$ cat src/rtl/vga_fb_arbiter.sv
// ----------------------------------------------------------------------------
// vga_fb_arbiter
//
// Owns the single-port frame-buffer RAM and shares it between three users:
//   * VGA scan-out reads   - absolute priority, one read every other pixel
//   * a pixel writer       - handshake wr_req / wr_ack
//   * a built-in clear     - fills the whole buffer with one colour
// The frame buffer is FB_W x FB_H and is shown at 2x scale, so one RAM read
// feeds two output pixels and two output lines share the same buffer row.
//
// Ports
//   clk, rst            pixel clock, synchronous active-high reset
//   valid,h_cnt,v_cnt   active-video flag and position from the timing gen
//   vsync               vertical sync (active low), used for frame_tick
//   wr_req/addr/data    writer request, held until wr_ack
//   wr_ack              write committed (or dropped if out of range) this cycle
//   clear_req/color     start a fill; colour is latched when the fill starts
//   clear_busy          fill in progress
//   clear_done          one-cycle pulse after the last fill write
//   frame_tick          one-cycle pulse following a vsync falling edge
//   mem_addr/we/wdata   RAM command, combinational
//   mem_rdata           RAM read data, one cycle after the address
//   rgb, rgb_valid      registered pixel to the DAC, aligned to valid + 2
// ----------------------------------------------------------------------------
module vga_fb_arbiter #(
    parameter int FB_W = 320,
    parameter int FB_H = 240,
    parameter int DW   = 12,
    parameter int AW   = 17
) (
    input  logic          clk,
    input  logic          rst,
    input  logic          valid,
    input  logic [9:0]    h_cnt,
    input  logic [9:0]    v_cnt,
    input  logic          vsync,
    input  logic          wr_req,
    input  logic [AW-1:0] wr_addr,
    input  logic [DW-1:0] wr_data,
    output logic          wr_ack,
    input  logic          clear_req,
    input  logic [DW-1:0] clear_color,
    output logic          clear_busy,
    output logic          clear_done,
    output logic          frame_tick,
    output logic [AW-1:0] mem_addr,
    output logic          mem_we,
    output logic [DW-1:0] mem_wdata,
    input  logic [DW-1:0] mem_rdata,
    output logic [DW-1:0] rgb,
    output logic          rgb_valid
);

    localparam int FB_SIZE = FB_W * FB_H;

    // Last address written by the fill engine.
    localparam logic [AW-1:0] LAST_ADDR = AW'(FB_SIZE - 1);

    // Size compared one bit wider so that 2^AW == FB_SIZE does not wrap to 0.
    localparam logic [AW:0] FB_LIMIT = (AW + 1)'(FB_SIZE);

    typedef enum logic {
        IDLE,
        CLEAR
    } state_t;

    state_t        state;
    logic [AW-1:0] clr_cnt;
    logic [DW-1:0] clr_color;

    logic          display_slot;
    logic [AW-1:0] disp_addr;
    logic          wr_in_range;

    logic          slot_d;
    logic          valid_d;
    logic [DW-1:0] pix_reg;
    logic          vsync_d;

    // Even columns of active video are reserved for scan-out. Odd columns and
    // all blanking cycles are free for the writer or the fill engine.
    assign display_slot = valid & ~h_cnt[0];

    // 2x scaling: drop the LSB of both counters to find the buffer pixel.
    assign disp_addr = AW'(v_cnt >> 1) * AW'(FB_W) + AW'(h_cnt >> 1);

    assign wr_in_range = ({1'b0, wr_addr} < FB_LIMIT);

    // RAM command mux. Display reads win unconditionally; otherwise the FSM
    // state decides who owns the free cycle. During reset no write or ack is
    // issued so a pending request or an aborted fill cannot touch the RAM.
    // A clear request in IDLE takes precedence over a simultaneous writer
    // request, which is therefore left pending.
    always_comb begin
        mem_addr  = '0;
        mem_we    = 1'b0;
        mem_wdata = '0;
        wr_ack    = 1'b0;
        if (display_slot) begin
            mem_addr = disp_addr;
        end else if (!rst) begin
            case (state)
                IDLE: begin
                    if (!clear_req && wr_req) begin
                        wr_ack = 1'b1;
                        if (wr_in_range) begin
                            mem_we    = 1'b1;
                            mem_addr  = wr_addr;
                            mem_wdata = wr_data;
                        end
                    end
                end
                CLEAR: begin
                    mem_we    = 1'b1;
                    mem_addr  = clr_cnt;
                    mem_wdata = clr_color;
                end
                default: begin
                    mem_we = 1'b0;
                end
            endcase
        end
    end

    // Fill-engine FSM. The counter only advances on free cycles, so stalls by
    // scan-out simply stretch the fill. clear_done is a registered pulse that
    // lands in the cycle after the final write. A reset mid-fill returns to
    // IDLE without producing clear_done.
    always_ff @(posedge clk) begin
        if (rst) begin
            state      <= IDLE;
            clr_cnt    <= '0;
            clr_color  <= '0;
            clear_busy <= 1'b0;
            clear_done <= 1'b0;
        end else begin
            clear_done <= 1'b0;
            case (state)
                IDLE: begin
                    if (clear_req) begin
                        state      <= CLEAR;
                        clr_color  <= clear_color;
                        clr_cnt    <= '0;
                        clear_busy <= 1'b1;
                    end
                end
                CLEAR: begin
                    if (!display_slot) begin
                        if (clr_cnt == LAST_ADDR) begin
                            state      <= IDLE;
                            clr_cnt    <= '0;
                            clear_busy <= 1'b0;
                            clear_done <= 1'b1;
                        end else begin
                            clr_cnt <= clr_cnt + AW'(1);
                        end
                    end
                end
                default: begin
                    state <= IDLE;
                end
            endcase
        end
    end

    // Scan-out pipeline. A read issued at cycle S returns data during S+1.
    // rgb is registered, so at the end of S+1 it takes the fresh RAM data
    // directly while pix_reg keeps the same value for the second (odd) pixel
    // at S+3. rgb is forced to zero whenever the delayed valid is low.
    always_ff @(posedge clk) begin
        if (rst) begin
            slot_d    <= 1'b0;
            valid_d   <= 1'b0;
            pix_reg   <= '0;
            rgb       <= '0;
            rgb_valid <= 1'b0;
        end else begin
            slot_d    <= display_slot;
            valid_d   <= valid;
            rgb_valid <= valid_d;
            if (slot_d) begin
                pix_reg <= mem_rdata;
            end
            if (!valid_d) begin
                rgb <= '0;
            end else if (slot_d) begin
                rgb <= mem_rdata;
            end else begin
                rgb <= pix_reg;
            end
        end
    end

    // Frame tick on the vsync falling edge. vsync_d resets high so a vsync
    // held low out of reset does not produce a spurious tick.
    always_ff @(posedge clk) begin
        if (rst) begin
            vsync_d    <= 1'b1;
            frame_tick <= 1'b0;
        end else begin
            vsync_d    <= vsync;
            frame_tick <= vsync_d & ~vsync;
        end
    end

endmodule

$ cat config.mk
export PLATFORM = sky130hd
export DESIGN_NAME = vga_fb_arbiter
export DESIGN_NICKNAME = d
export VERILOG_FILES = /design/src/rtl/vga_fb_arbiter.sv
export SDC_FILE = /design/constraint.sdc
export NUM_CORES = 1
export LEC_CHECK = 0
export CELL_PAD_IN_SITES_DETAIL_PLACEMENT = 0
export CELL_PAD_IN_SITES_GLOBAL_PLACEMENT = 1
export CORE_UTILIZATION = 40
export CTS_CLUSTER_DIAMETER = 30
export DETAILED_ROUTE_END_ITERATION = 7
export DONT_BUFFER_PORTS = 1
export PLACE_DENSITY_LB_ADDON = 0.1
export SLEW_MARGIN = 20
export SYNTH_ARGS = -nofsm -noshare
export SYNTH_HDL_FRONTEND = slang
export SYNTH_SLANG_ARGS = --single-unit
export TNS_END_PERCENT = 1
$ cat constraint.sdc
create_clock -name clk -period 7 [get_ports clk]
set_input_delay 1.4 -clock clk [delete_from_list [all_inputs] [get_ports clk]]
set_output_delay 1.4 -clock clk [all_outputs]
set_load 0.01 [all_outputs]
=== Word-level counts from Yosys, hierarchy flattened ===
Cells that the tools add are included.

* Register bits: 61
* Input port bits: 79
* Output and inout bits: 47
* Logic and storage cells: 66

* Add/subtract/negate cells: 2
* Multiply operators: 1
* Order comparisons: 1
* Equal/unequal tests: 4
* Muxes and demuxes: 33
* Bitwise logic cells: 6
* Reductions and logical operators: 7

{| class="wikitable"
|+ Operators by type and width
! kind !! count
|-
| 17-bit 2-to-1 mux || 7
|-
| 17-bit one-hot mux with 2 select lines || 2
|-
| 12-bit 2-to-1 mux || 5
|-
| 12-bit one-hot mux with 2 select lines || 1
|-
| 17-bit by 1-bit adder with 17-bit output, second input constant || 1
|-
| 17-bit by 9-bit adder with 17-bit output || 1
|-
| 17-bit equality test, second input constant || 1
|-
| 17-bit < comparator, second input constant || 1
|-
| 1-bit 2-to-1 mux || 15
|-
| 9-bit by 3-bit multiplier with 11-bit output, second input constant || 1
|-
| 1-bit one-hot mux with 2 select lines || 3
|-
| 2-bit != test, second input constant || 2
|-
| 1-bit NOT || 4
|-
| 2-bit AND reduction || 2
|-
| 3-bit AND reduction || 1
|-
| 3-bit OR reduction || 1
|-
| 1-bit bitwise AND || 2
|-
| 2-bit by 1-bit != test with 1-bit output, second input constant || 1
|-
| 2-bit OR reduction || 1
|-
| 1-bit logical AND || 1
|-
| 1-bit logical NOT || 1
|}

=== Logic depth before layout (Yosys ltp) ===
* Word-level depth: 6
* Mapped depth: 9

=== Least setup slack after synthesis ===
OpenSTA, ideal clock, no wires.

* Kind: input to output
* From: in v_cnt[2]
* To: out mem_addr[16]
* Arrival time: 3574 ps
* Required time: 5600 ps
* Slack: 2026 ps
* Stages on the path: 9
* Buffers on the path: 0
* Cells stage by stage: ha_1 ha_1 fa_1 a211oi_1 nor2_1 xor2_1 and4_1 xnor3_1 o2bb2ai_1

* Cells in the longest elaborated chain, start to end: 3

{| class="wikitable"
|+ RTL lines
! what !! line !! text
|-
| start, declared || 35 || <nowiki>input logic [9:0] v_cnt,</nowiki>
|-
| 9-bit by 3-bit multiplier with 11-bit output || 85 || <nowiki>assign disp_addr = AW'(v_cnt >> 1) * AW'(FB_W) + AW'(h_cnt >> 1);</nowiki>
|-
| 17-bit by 9-bit adder with 17-bit output || 85 ||
|-
| 17-bit 2-to-1 mux || 99 || <nowiki>if (display_slot) begin</nowiki>
|-
| end, declared || 46 || <nowiki>output logic [AW-1:0] mem_addr,</nowiki>
|}

No other way between the ends.

=== Worst setup path in the final report ===
Ends and elaborated chain as after synthesis.

==> flow_summary.toml <==
[timing]
setup_viol = 0
rsz0062_at_grt = "false"
finalHoldViolations = 0
post-route-period-util = 0.753
slew_headroom = 0.277
fmax_mhz = 190
skew_ns = 0.0107
tightest_slew_ns = 1.08
fin_crit_ns = 5.27
maxSlewViolCount = 0
finalSetupTns_ns = 0

[yosys]
synthesis.nets = 494
synth_area_leaders = "dfxtp_1 (36%), mux2i_1 (7.7%), ha_1 (6.7%), nor2_1 (6.4%), nand2_1 (4.9%)"
syn-instance-count = 395
ys_ff_latch = 61
synth_top_area_frac = 0.363
synth_area_sq_um = 3360
synth_cell_types = 53
postSynthAreaPerCell_sq_um = 8.52
synth_warnings = 0
synth.largest_area_cell = "dfxtp_1"
async_flop_share = 0
synth_edf_count = 0
ys_seq_area_frac = 0.363
synth_ff_type = "dfxtp_1"

[worst_hold_path]
hold_path_class = "flip-flop to flip-flop"

[clock_tree]
post_cts_buffers = 0
cts_resized = 0
clock_path_buffers = 2
cts.hold.buffers_added = 0
clk_pin_slew_ns = 0.08
cts_tree = "done"
h-tree-depth = 3
cts_buffers = 9
worstSkewPairLatency_ns = 0.34
cts_num_sinks = 61
cts-root-buf = "clkbuf_8"

[final_layout]
final_common_cell = "dfxtp_1"
layout_common_cells = "dfxtp_1 (60), nor2_1 (57), nand2_1 (44)"
diodes = 0
post-route-util = 0.444
largest-register = "clr_cnt"
drive_gt1_frac = 0.0712
area_growth_pct = 7.77
final_nets = 487
largest_reg_flops = 17

[grt]
grt_overflow = 0
grt_pass1_vias = 2544
grt_busiest_layer = "met2"
grt_use_met1 = 0.231
antenna_found_initial = 0
grt_start_max_net_pins = 38
grt_pass1_wl_microns = 12700
grt.total_usage = 0.186
use_met3 = 0.0647
met2_usage = 0.297

[critical_path]
endpoint_kind = "output port"
path_cells = "ha_1 -> ha_1 -> fa_1 -> a211oi_1 -> nor2_1 -> xor2_1 -> and4_1 -> xnor3_1 -> o2bb2ai_1"
crit_fanout = 4
slowest_delay_ns = 0.45
criticalPathCategory = "primary input to output port"
worstPathRequired_ns = 5.60
cp-start-kind = "primary input"
cp.arrival_ns = 3.87
cpMaxStageDelayCell = "a211oi_1"
critPathMostFrequentCell = "ha_1"

[place]
gp_congestion = 0.823
port_buffers = 0
dp_hpwl_microns = 6060

[floorplanning]
coreArea_sq_um = 8180
core.rowCount = 33
die_h_microns = 93.7
dieArea_sq_um = 8780
die_w_microns = 93.7
initial_utilization = 0.412
pin_count = 126

[routing]
drt-initial-drc-count = 117
drc = 0
vias = 2696
dr.pass1.iters = 4
via_per_inst = 5.41
routedWlPerCell_microns = 16.2
postRouteAntennaNets = 0
drt_wl_total_microns = 8080

[run]
maxCapViolations = 0

[pwr]
p_int_w = 0.000576
p_leak_nw = 1.38
switching_share = 0.290
p_clk_frac = 0.387
power.combinational.fraction = 0.157
switchingPower_w = 0.000235
peakVddDrop_mv = 0.160
p_seq_frac = 0.456
powerDensity_nw_per_um2 = 224

[status]
status = "completed"
==> worst max-delay path: cells and delay by family <==
kind / cells / cell delay, ns
xor gates and xnor gates: 2 / 0.53
AOI/OAI and AO/OA: 2 / 0.64
adders and majority gates: 3 / 0.91
and+or+nand+nor: 2 / 0.37
==> power groups by stage <==
stage	Sequential, W	Clock [W]	Combinational (W)
floorplan	0.000369	0	0.000115
global placement	0.000377	0	0.000126
detailed placement	0.000378	0	0.000128
CTS	0.000370	0.000323	0.000128
global route	0.000371	0.000334	0.000143
finish	0.000370	0.000314	0.000127
==> cells in the mapped netlist, types with 3 or more instances <==
cell,n
nor2_1,57
o22ai_1,9
a21oi_1,18
or3_1,3
nor2b_1,7
dfxtp_1,61
nand2_1,44
a22oi_1,15
a21o_1,4
nand2b_1,4
o21ai_0,11
xor2_1,15
inv_1,12
nor3_1,4
buf_1,3
nand3_1,8
ha_1,18
mux2i_1,26
and2_1,12
buf_2,4
xnor2_1,9
clkbuf_1,11
and4_1,3
==> area by class of cell <==
class,instances,area [sq um]
clock buffer,9,124
clock inverter,7,73.8
inverter,12,45.0
multi-input combinational,304,2030
tap,105,131
fill,839,4550
sequential,61,1220
==> through the flow <==
step	setup WS [ns]	cells	hold WS [ns]	total power [W]	area (sq um)
global placement	1.77	482	0.400	0.000504	3420
detailed placement	1.70	482	0.407	0.000505	3420
global route	1.54	498	0.450	0.000849	3630
CTS	1.70	498	0.420	0.000821	3620
finish	1.73	498	0.414	0.000811	3630
floorplan	2.03	395	0.392	0.000484	3360
==> logic make-up after synthesis <==
| family | synth area share |
|---|---|
| buffers and inverters | 0.0350 |
| XOR/XNOR | 0.0692 |
| AO/OA/AOI/OAI | 0.150 |
| multiplexers | 0.0774 |
| adder cells (fa/ha/maj) | 0.0788 |
| flip-flops | 0.363 |
| AND/OR/NAND/NOR | 0.226 |
==> final timing paths <==
| path | slack (ns) | start | end | depth (start not counted) |
|---|---|---|---|---|
| max reg2reg | 4.52 | state$_SDFF_PP0_ | clr_cnt[5]$_SDFFE_PP0P_ | 5 |
| min | 0.41 | vsync_d$_SDFF_PP1_ | frame_tick$_SDFF_PP0_ | 2 |
| min reg2reg | 0.41 | vsync_d$_SDFF_PP1_ | frame_tick$_SDFF_PP0_ | 2 |
| max | 1.73 | v_cnt[2] | mem_addr[16] | 9 |
==> routing by layer <==
layer,routed length [microns],vias up
met3,647,10
met5,0,-
met1,3600,1240
met4,113,0
li1,-,1364
met2,3720,82
Power figures use the tool's default switching activity.
